## src/rtl/display_rotator.sv

```systemverilog
// display_rotator: rotates NUM_CH packed BCD channels onto one DIGITS-wide 7-seg feed.
// Each channel is shown for DWELL_CYCLES clocks. Disabled channels are skipped.
// hold freezes the dwell counter. next_pulse forces an advance. A per-channel mask
// saturates invalid BCD to all nines. Outputs are registered and lag ch_index by one cycle.
// Optional feature: define ROTATOR_BLANK_EN to insert a BLANK_CYCLES blank gap after
// every advance (SHOW -> BLANK -> SHOW).
module display_rotator #(
  parameter int unsigned NUM_CH       = 3,
  parameter int unsigned DIGITS       = 4,
  parameter int unsigned DWELL_CYCLES = 200_000_000,
  parameter int unsigned CNT_W        = 28,
  parameter int unsigned BLANK_CYCLES = 10_000_000
) (
  input  logic                         clk100Mhz,
  input  logic                         rst_n,
  input  logic [NUM_CH*4*DIGITS-1:0]   ch_bcd,
  input  logic [NUM_CH-1:0]            ch_enable,
  input  logic [NUM_CH-1:0]            ch_dp,
  input  logic [NUM_CH-1:0]            ch_sat,
  input  logic                         hold,
  input  logic                         next_pulse,
  output logic [4*DIGITS-1:0]          display_bcd,
  output logic                         dp,
  output logic [$clog2(NUM_CH)-1:0]    ch_index,
  output logic                         ch_valid
);

  localparam int unsigned IdxW  = $clog2(NUM_CH);
  localparam int unsigned CandW = IdxW + 1;
  localparam int unsigned DW    = 4 * DIGITS;
  localparam logic [CandW-1:0] NumChW  = CandW'(NUM_CH);
  localparam logic [CNT_W-1:0] CntLast = CNT_W'(DWELL_CYCLES - 1);

  // Elaboration-time parameter sanity checks.
  if (NUM_CH < 2 || NUM_CH > 8) begin : g_chk_num_ch
    $error("display_rotator: NUM_CH must be in 2..8");
  end
  if (DWELL_CYCLES < 2) begin : g_chk_dwell
    $error("display_rotator: DWELL_CYCLES must be >= 2");
  end
  if (CNT_W < 32 && (DWELL_CYCLES >> CNT_W) != 0) begin : g_chk_cnt_w
    $error("display_rotator: CNT_W too narrow for DWELL_CYCLES");
  end
  if (BLANK_CYCLES < 1) begin : g_chk_blank
    $error("display_rotator: BLANK_CYCLES must be >= 1");
  end

  logic [IdxW-1:0]  idx_q, idx_d;
  logic [CNT_W-1:0] cnt_q, cnt_d;
  logic [DW-1:0]    disp_q, disp_d;
  logic             dp_q, dp_d;
  logic             valid_q, valid_d;

  logic             any_en, cur_en, expire, adv, found, bad_nib, in_blank;
  logic [IdxW-1:0]  nxt_idx;
  logic [CandW-1:0] cand;
  logic [DW-1:0]    cur_data;

  assign any_en   = |ch_enable;
  assign cur_en   = ch_enable[idx_q];
  assign cur_data = ch_bcd[idx_q*DW +: DW];
  assign expire   = !hold && (cnt_q == CntLast);
  // A disabled current channel forces an advance just like dwell expiry.
  assign adv      = any_en && (next_pulse || expire || !cur_en);

  // Next channel: first enabled index after the current one, wrapping around.
  always_comb begin
    nxt_idx = idx_q;
    found   = 1'b0;
    cand    = '0;
    for (int unsigned i = 1; i < NUM_CH; i++) begin
      cand = {1'b0, idx_q} + CandW'(i);
      if (cand >= NumChW) begin
        cand = cand - NumChW;
      end
      if (!found && ch_enable[cand[IdxW-1:0]]) begin
        nxt_idx = cand[IdxW-1:0];
        found   = 1'b1;
      end
    end
  end

`ifdef ROTATOR_BLANK_EN
  localparam int unsigned BlkW = $clog2(BLANK_CYCLES + 1);
  localparam logic [BlkW-1:0] BlkLast = BlkW'(BLANK_CYCLES - 1);

  typedef enum logic [0:0] {StShow, StBlank} state_e;

  state_e          state_q, state_d;
  logic [BlkW-1:0] blk_q, blk_d;

  assign in_blank = (state_q == StBlank);

  // Show/blank sequencing; ch_index moves on entry to blank.
  always_comb begin
    idx_d   = idx_q;
    cnt_d   = cnt_q;
    state_d = state_q;
    blk_d   = blk_q;
    unique case (state_q)
      StShow: begin
        if (adv) begin
          idx_d   = nxt_idx;
          cnt_d   = '0;
          blk_d   = '0;
          state_d = StBlank;
        end else if (any_en && !hold) begin
          cnt_d = cnt_q + CNT_W'(1);
        end
      end
      StBlank: begin
        // hold does not stall the gap; a manual pulse cuts it short.
        if (next_pulse && any_en) begin
          idx_d   = nxt_idx;
          cnt_d   = '0;
          blk_d   = '0;
          state_d = StShow;
        end else if (blk_q == BlkLast) begin
          blk_d   = '0;
          state_d = StShow;
        end else begin
          blk_d = blk_q + BlkW'(1);
        end
      end
      default: state_d = StShow;
    endcase
  end

  // Blank state register.
  always_ff @(posedge clk100Mhz or negedge rst_n) begin
    if (!rst_n) begin
      state_q <= StShow;
      blk_q   <= '0;
    end else begin
      state_q <= state_d;
      blk_q   <= blk_d;
    end
  end
`else
  assign in_blank = 1'b0;

  // Direct SHOW -> SHOW rotation.
  always_comb begin
    idx_d = idx_q;
    cnt_d = cnt_q;
    if (adv) begin
      idx_d = nxt_idx;
      cnt_d = '0;
    end else if (any_en && !hold) begin
      cnt_d = cnt_q + CNT_W'(1);
    end
  end
`endif

  // Output data for the channel selected this cycle, with saturation on invalid BCD.
  always_comb begin
    disp_d  = '0;
    dp_d    = 1'b0;
    valid_d = 1'b0;
    bad_nib = 1'b0;
    for (int unsigned d = 0; d < DIGITS; d++) begin
      if (cur_data[4*d +: 4] > 4'd9) begin
        bad_nib = 1'b1;
      end
    end
    if (in_blank && any_en) begin
      disp_d = '1;
    end else if (cur_en) begin
      valid_d = 1'b1;
      dp_d    = ch_dp[idx_q];
      disp_d  = (ch_sat[idx_q] && bad_nib) ? {DIGITS{4'h9}} : cur_data;
    end
  end

  // Rotation state and registered outputs.
  always_ff @(posedge clk100Mhz or negedge rst_n) begin
    if (!rst_n) begin
      idx_q   <= '0;
      cnt_q   <= '0;
      disp_q  <= '0;
      dp_q    <= 1'b0;
      valid_q <= 1'b0;
    end else begin
      idx_q   <= idx_d;
      cnt_q   <= cnt_d;
      disp_q  <= disp_d;
      dp_q    <= dp_d;
      valid_q <= valid_d;
    end
  end

  assign display_bcd = disp_q;
  assign dp          = dp_q;
  assign ch_index    = idx_q;
  assign ch_valid    = valid_q;

endmodule

```

## config.mk

```make
export PLATFORM = sky130hd
export DESIGN_NAME = display_rotator
export DESIGN_NICKNAME = d
export VERILOG_FILES = /design/src/rtl/display_rotator.sv
export SDC_FILE = /design/constraint.sdc
export NUM_CORES = 1
export LEC_CHECK = 0
export BUFFER_PORTS_ARGS = -buffer_cell sky130_fd_sc_hd__buf_2
export CORE_MARGIN = 4
export CORE_UTILIZATION = 25
export CTS_BUF_LIST = sky130_fd_sc_hd__clkbuf_16
export CTS_CLUSTER_DIAMETER = 80
export CTS_CLUSTER_SIZE = 25
export DETAILED_ROUTE_END_ITERATION = 16
export GPL_ROUTABILITY_DRIVEN = 0
export SETUP_SLACK_MARGIN = 0.4
export SLEW_MARGIN = 25
export SYNTH_ARGS = -nofsm -noshare
export SYNTH_HDL_FRONTEND = slang
export SYNTH_SLANG_ARGS = --single-unit
```

## constraint.sdc

```tcl
create_clock -name clk100Mhz -period 6.4 [get_ports clk100Mhz]
set_clock_uncertainty 0.1 [all_clocks]
set_input_delay 0.64 -clock clk100Mhz [delete_from_list [all_inputs] [get_ports clk100Mhz]]
set_output_delay 0.64 -clock clk100Mhz [all_outputs]
set_load 0.03 [all_outputs]
```

# Word level (Yosys, flattened, before mapping)
# Index checks and enable logic that the tools add are counted.
# W data, S select, Z words.
# totals
ff_bits	48
input_bits	61
out_inout_bits	20
elab_cells	60
# classes
add_sub_neg	5
order_cmp	9
n_eq_ne	1
shifts	1
muxes	25
n_reduce_logical	14
# op_table
operator	count
$mux W28	2
$shiftx A48 B7 Y16	1
$mux W16	2
$add A28 B1 Y28 const B	1
$eq A28 B28 Y1 const B	1
$gt A4 B4 Y1 const B	4
$mux W1	12
$bmux W1 S2	5
$lt A2 B3 Y1 const B	3
$mux W2	4
$ge A3 B2 Y1 const B	2
$logic_and A1 B1 Y1	5
$reduce_bool A2 Y1	2
$sub A2 B2 Y2 const B	2
$add A2 B1 Y3 const B	1
$add A2 B2 Y3 const B	1
$logic_not A1 Y1	3
$reduce_or A3 Y1	1
$logic_or A1 B1 Y1	2
$reduce_and A2 Y1	1

# Longest topological paths before layout
# depth
ltp_word	10
ltp_mapped	9
mapped_depth_nobuf	7

# Worst setup path after synthesis
# OpenSTA, ideal clock, no wires.
# synth_path
kind	reg2reg
startpoint	register idx_q[1] (netlist: ch_index[1])
endpoint	register disp_q[0] (netlist: display_bcd[0])
setup_time_ps	131
arrival_time_ps	1862
required_ps	6169
slack_ps	4307
path_stages_with_launch	9
n_path_buf	3
synth_period_minus_slack_ps	2093
path_cell_list	dfrtp_1 clkbuf_1 buf_4 mux2i_1 o2bb2ai_1 o21ai_0 and4_1 clkbuf_1 o21ai_0
# synth_between
elab_chain_len	9
word_cells_on_any_way	16
classes_between	4 x order compare; 1 x shift; 10 x mux; 1 x reduce/logical
# synth_rtl
element	line_no	text
start: declaration	48	logic [IdxW-1:0] idx_q, idx_d;
start signal: assignment	184	idx_q <= idx_d;
$shiftx A48 B7 Y16	61	assign cur_data = ch_bcd[idx_q*DW +: DW];
$gt A4 B4 Y1	162	if (cur_data[4*d +: 4] > 4'd9) begin
$mux W1 (4 in series)	162	
$logic_and A1 B1 Y1	171	disp_d = (ch_sat[idx_q] && bad_nib) ? {DIGITS{4'h9}} : cur_data;
$mux W16	171	
$mux W16 (*)	168	end else if (cur_en) begin
named net disp_d[0]	50	logic [DW-1:0] disp_q, disp_d;
end signal: assignment	186	disp_q <= disp_d;
end: declaration	50	
# Mark *: on every way through the listed nets, which the timed path passes. The rest lies on a longest branch. The select of a mux whose other input is x is not followed.
# A chain may end at the register's enable or synchronous reset.

# Final worst setup path
# layout_path
startpoint	register cnt_q[0]
endpoint	register idx_q[0] (netlist: ch_index[0])
# layout_between
elab_chain_len	6
# layout_rtl
element	line_no	text
start: declaration	49	logic [CNT_W-1:0] cnt_q, cnt_d;
start signal: assignment	185	cnt_q <= cnt_d;
$eq A28 B28 Y1	62	assign expire = !hold && (cnt_q == CntLast);
$logic_and A1 B1 Y1	62	
$logic_or A1 B1 Y1 (2 in series)	64	assign adv = any_en && (next_pulse || expire || !cur_en);
$logic_and A1 B1 Y1	64	
$reduce_and A2 Y1 (no source line)	--	
# Every way passes these cells.

==> out/qor.txt <==
Status = finished clean
Root buffer cell = clkbuf_16
Synthesized area per cell = 9.178 sq um
Reg2reg start = cnt_q[0]$_DFFE_PN0P_
GRT Total Usage = 11.46%
CTS sink cnt = 48
Drt via density = 4.713
Postcts setup bufs = 0
Clock Tree Buf Depth = 2
Most frequent cells in the layout = 79 x buf_2, 47 x dfrtp_1, 37 x nand2_1
WP data required = 6460 ps
Non-Filler Instances = 519
CP Launch Type = register
Detail Placement HPWL = 5.410 mm
Reg2reg end = ch_index[0]$_DFFE_PN0P_
Cell Rows = 38
CTS tree = yes
Synth warn = 0
FMAX = 344.7 MHz
Yosys top cell by area = dfrtp_1
Clock transition at the registers of the reported paths = 60 ps
R2R Setup Slk = 3500 ps
CP Capture Type = register
Lkg Pwr = 1.560 nW
Number of synthesized register bits = 48
Layout area overhead = 25.07%
Htree depth = 2
CP Max Fanout = 17
Fin crit share = 45.33%
Pwr dens = 366.6 nW/um^2
Clock insertion delay at the later pin of the skew report = 290 ps
Total Wirelength = 7.083 mm
Share of layout cells above drive strength 1 = 26.39%
Syn Std Cell Area = 2790 sq um
CTS buffer count = 5
Vias = 2446
RSZ-0062 raised after global routing = no
Dpl ws = 3198 ps
DIE WIDTH = 113.6 um
Wire per inst = 13.65 um
Final setup viols = 0
Setup TNS = 0 ps
Core area = 10890 sq um
Top-area cell type share of the netlist area = 43.05%
Worst rel slew slack = 52.31%
FF-to-FF path depth = 7
VDD IR max = 208.1 uV
Tmin final = 2901 ps
CTS resizes = 0
Post-Syn Nets = 368
Max-cap viol count = 0
Vias in the first global route = 2544
Arrival time of the worst setup path = 2960 ps
DP Cell Count = 512
Antenna cells = 0
Measured slew at the worst slew-check pin = 715.3 ps
Die H = 113.6 um
Final #Nets = 443
Worst hold slack = 248.9 ps
Hold Path Class = in -> async
Cells after synthesis = 304
Fin. Hold Viols = 0
Most common cell after layout, fill and taps aside = buf_2
Die area = 12920 sq um
I/O Buffers = 80
Pin count of the biggest net entering global routing = 49
Num ports = 81
First-pass GRT wire length = 12.01 mm
Slew Limit Fails = 0
Drt pass-1 iters = 4
DRC = 0
Post-CTS Hold Fix Bufs = 0
CP Class = reg -> reg
Main area contributors after synthesis = dfrtp_1 43%, mux2i_1 7.2%, xnor2_1 6.3%, nand2_1 5.0%, nor2_1 4.2%
Gr ovfl total = 0
Initial Util = 25.63%
Routed Antenna Nets = 0
Final WS setup = 3499 ps
Final Core Density = 32.05%
Sequential-to-total area share from yosys stat = 43.05%
Initial antenna violation count = 0
Number of DRC markers in iteration 0 = 126
Synth unique cells = 42
## synthesized netlist by cell type
cell and instances:
mux2i_1 20, a2bb2oi_1 2, o2bb2ai_1 13, or4_4 1, or4b_1 1, o21ai_1 1
nor4_2 1, xor2_1 5, o311a_1 1, nand2_1 37, nor4b_1 1, or4_1 1
nor3_2 1, buf_1 1, o21ai_0 22, inv_1 12, nand4_1 7, nand4_2 1
and2_1 2, a21oi_1 15, a22oi_1 1, dfrtp_1 48, buf_6 1, buf_2 4
nor3b_1 1, and3_1 3, nor4_4 1, nor3_1 10, or3_1 3, and4_1 4
nor2b_1 1, nor2_1 31, ha_1 3, o32ai_1 1, clkbuf_1 4, nand2b_1 1
nor4_1 4, a221oi_2 1, buf_4 5, nand3_1 9, nor2_2 3, xnor2_1 20
## where the power goes
part           switching, mW  leakage (nW)  internal [mW]
registers             0.0653         0.654          0.350
clock network          0.108        0.0899          0.222
logic                  0.343         0.816          0.191
## sequential cells by signal (all words and copies together), names as in the netlist
name and count:
ch_index 2, ch_valid 1, cnt_q 28, display_bcd 16, dp 1
## final cells by class
cell class	count	area (sq um)
fillers	1115	7398
multi-input cells	229	1456
flip-flops and latches	48	1202
repair buffers	83	425.4
well taps	140	175.2
clock buffers	5	125.1
clock inverters	2	60.06
inverters	12	45.04
## through the flow
stage | power, mW | area (sq um)
2_1_floorplan | 0.8155 | 2790
3_3_place_gp | 0.9509 | 3301
3_5_place_dp | 0.9596 | 3303
4_1_cts | 1.295 | 3488
5_1_grt | 1.369 | 3490
6_report | 1.279 | 3490
## how the worst max path moves through the flow
stage                     cells after the start                  endpoint  slack (ps)               startpoint
after floorplan                               8  display_bcd[0]$_DFF_PN0_        4310  ch_index[1]$_DFFE_PN0P_
after global placement                        8   ch_index[0]$_DFFE_PN0P_        3270  ch_index[1]$_DFFE_PN0P_
after detailed placement                      8   ch_index[0]$_DFFE_PN0P_        3200  ch_index[1]$_DFFE_PN0P_
after CTS                                     8   ch_index[0]$_DFFE_PN0P_        3180  ch_index[1]$_DFFE_PN0P_
after global routing                          8   ch_index[0]$_DFFE_PN0P_        3290  ch_index[0]$_DFFE_PN0P_
final                                         7   ch_index[0]$_DFFE_PN0P_        3500     cnt_q[0]$_DFFE_PN0P_
## kinds of logic after synthesis
family,share of synthesized area [%]
buffers and inverters,4.753
and+or+nand+nor,22.83
AOI/OAI and AO/OA,13.00
xor gates and xnor gates,7.848
adders and majority gates,1.345
DFF,43.05
muxes,7.175
## per-layer routing
metal  track usage (%)  part of all wire, %
met1             14.15                   44
met2             19.47                   47
met4             3.045                  1.1
met5                 0                    0
met3             3.448                  7.6
## worst max-delay path: stages, from the launching register on
cell	delay (ps)
dfrtp_1	400
ha_1	180
and3_1	240
or4b_1	500
o311a_1	360
nor2_2	570
buf_4	330
a2bb2oi_1	90
Note: power is estimated with default switching activity, not from simulation.
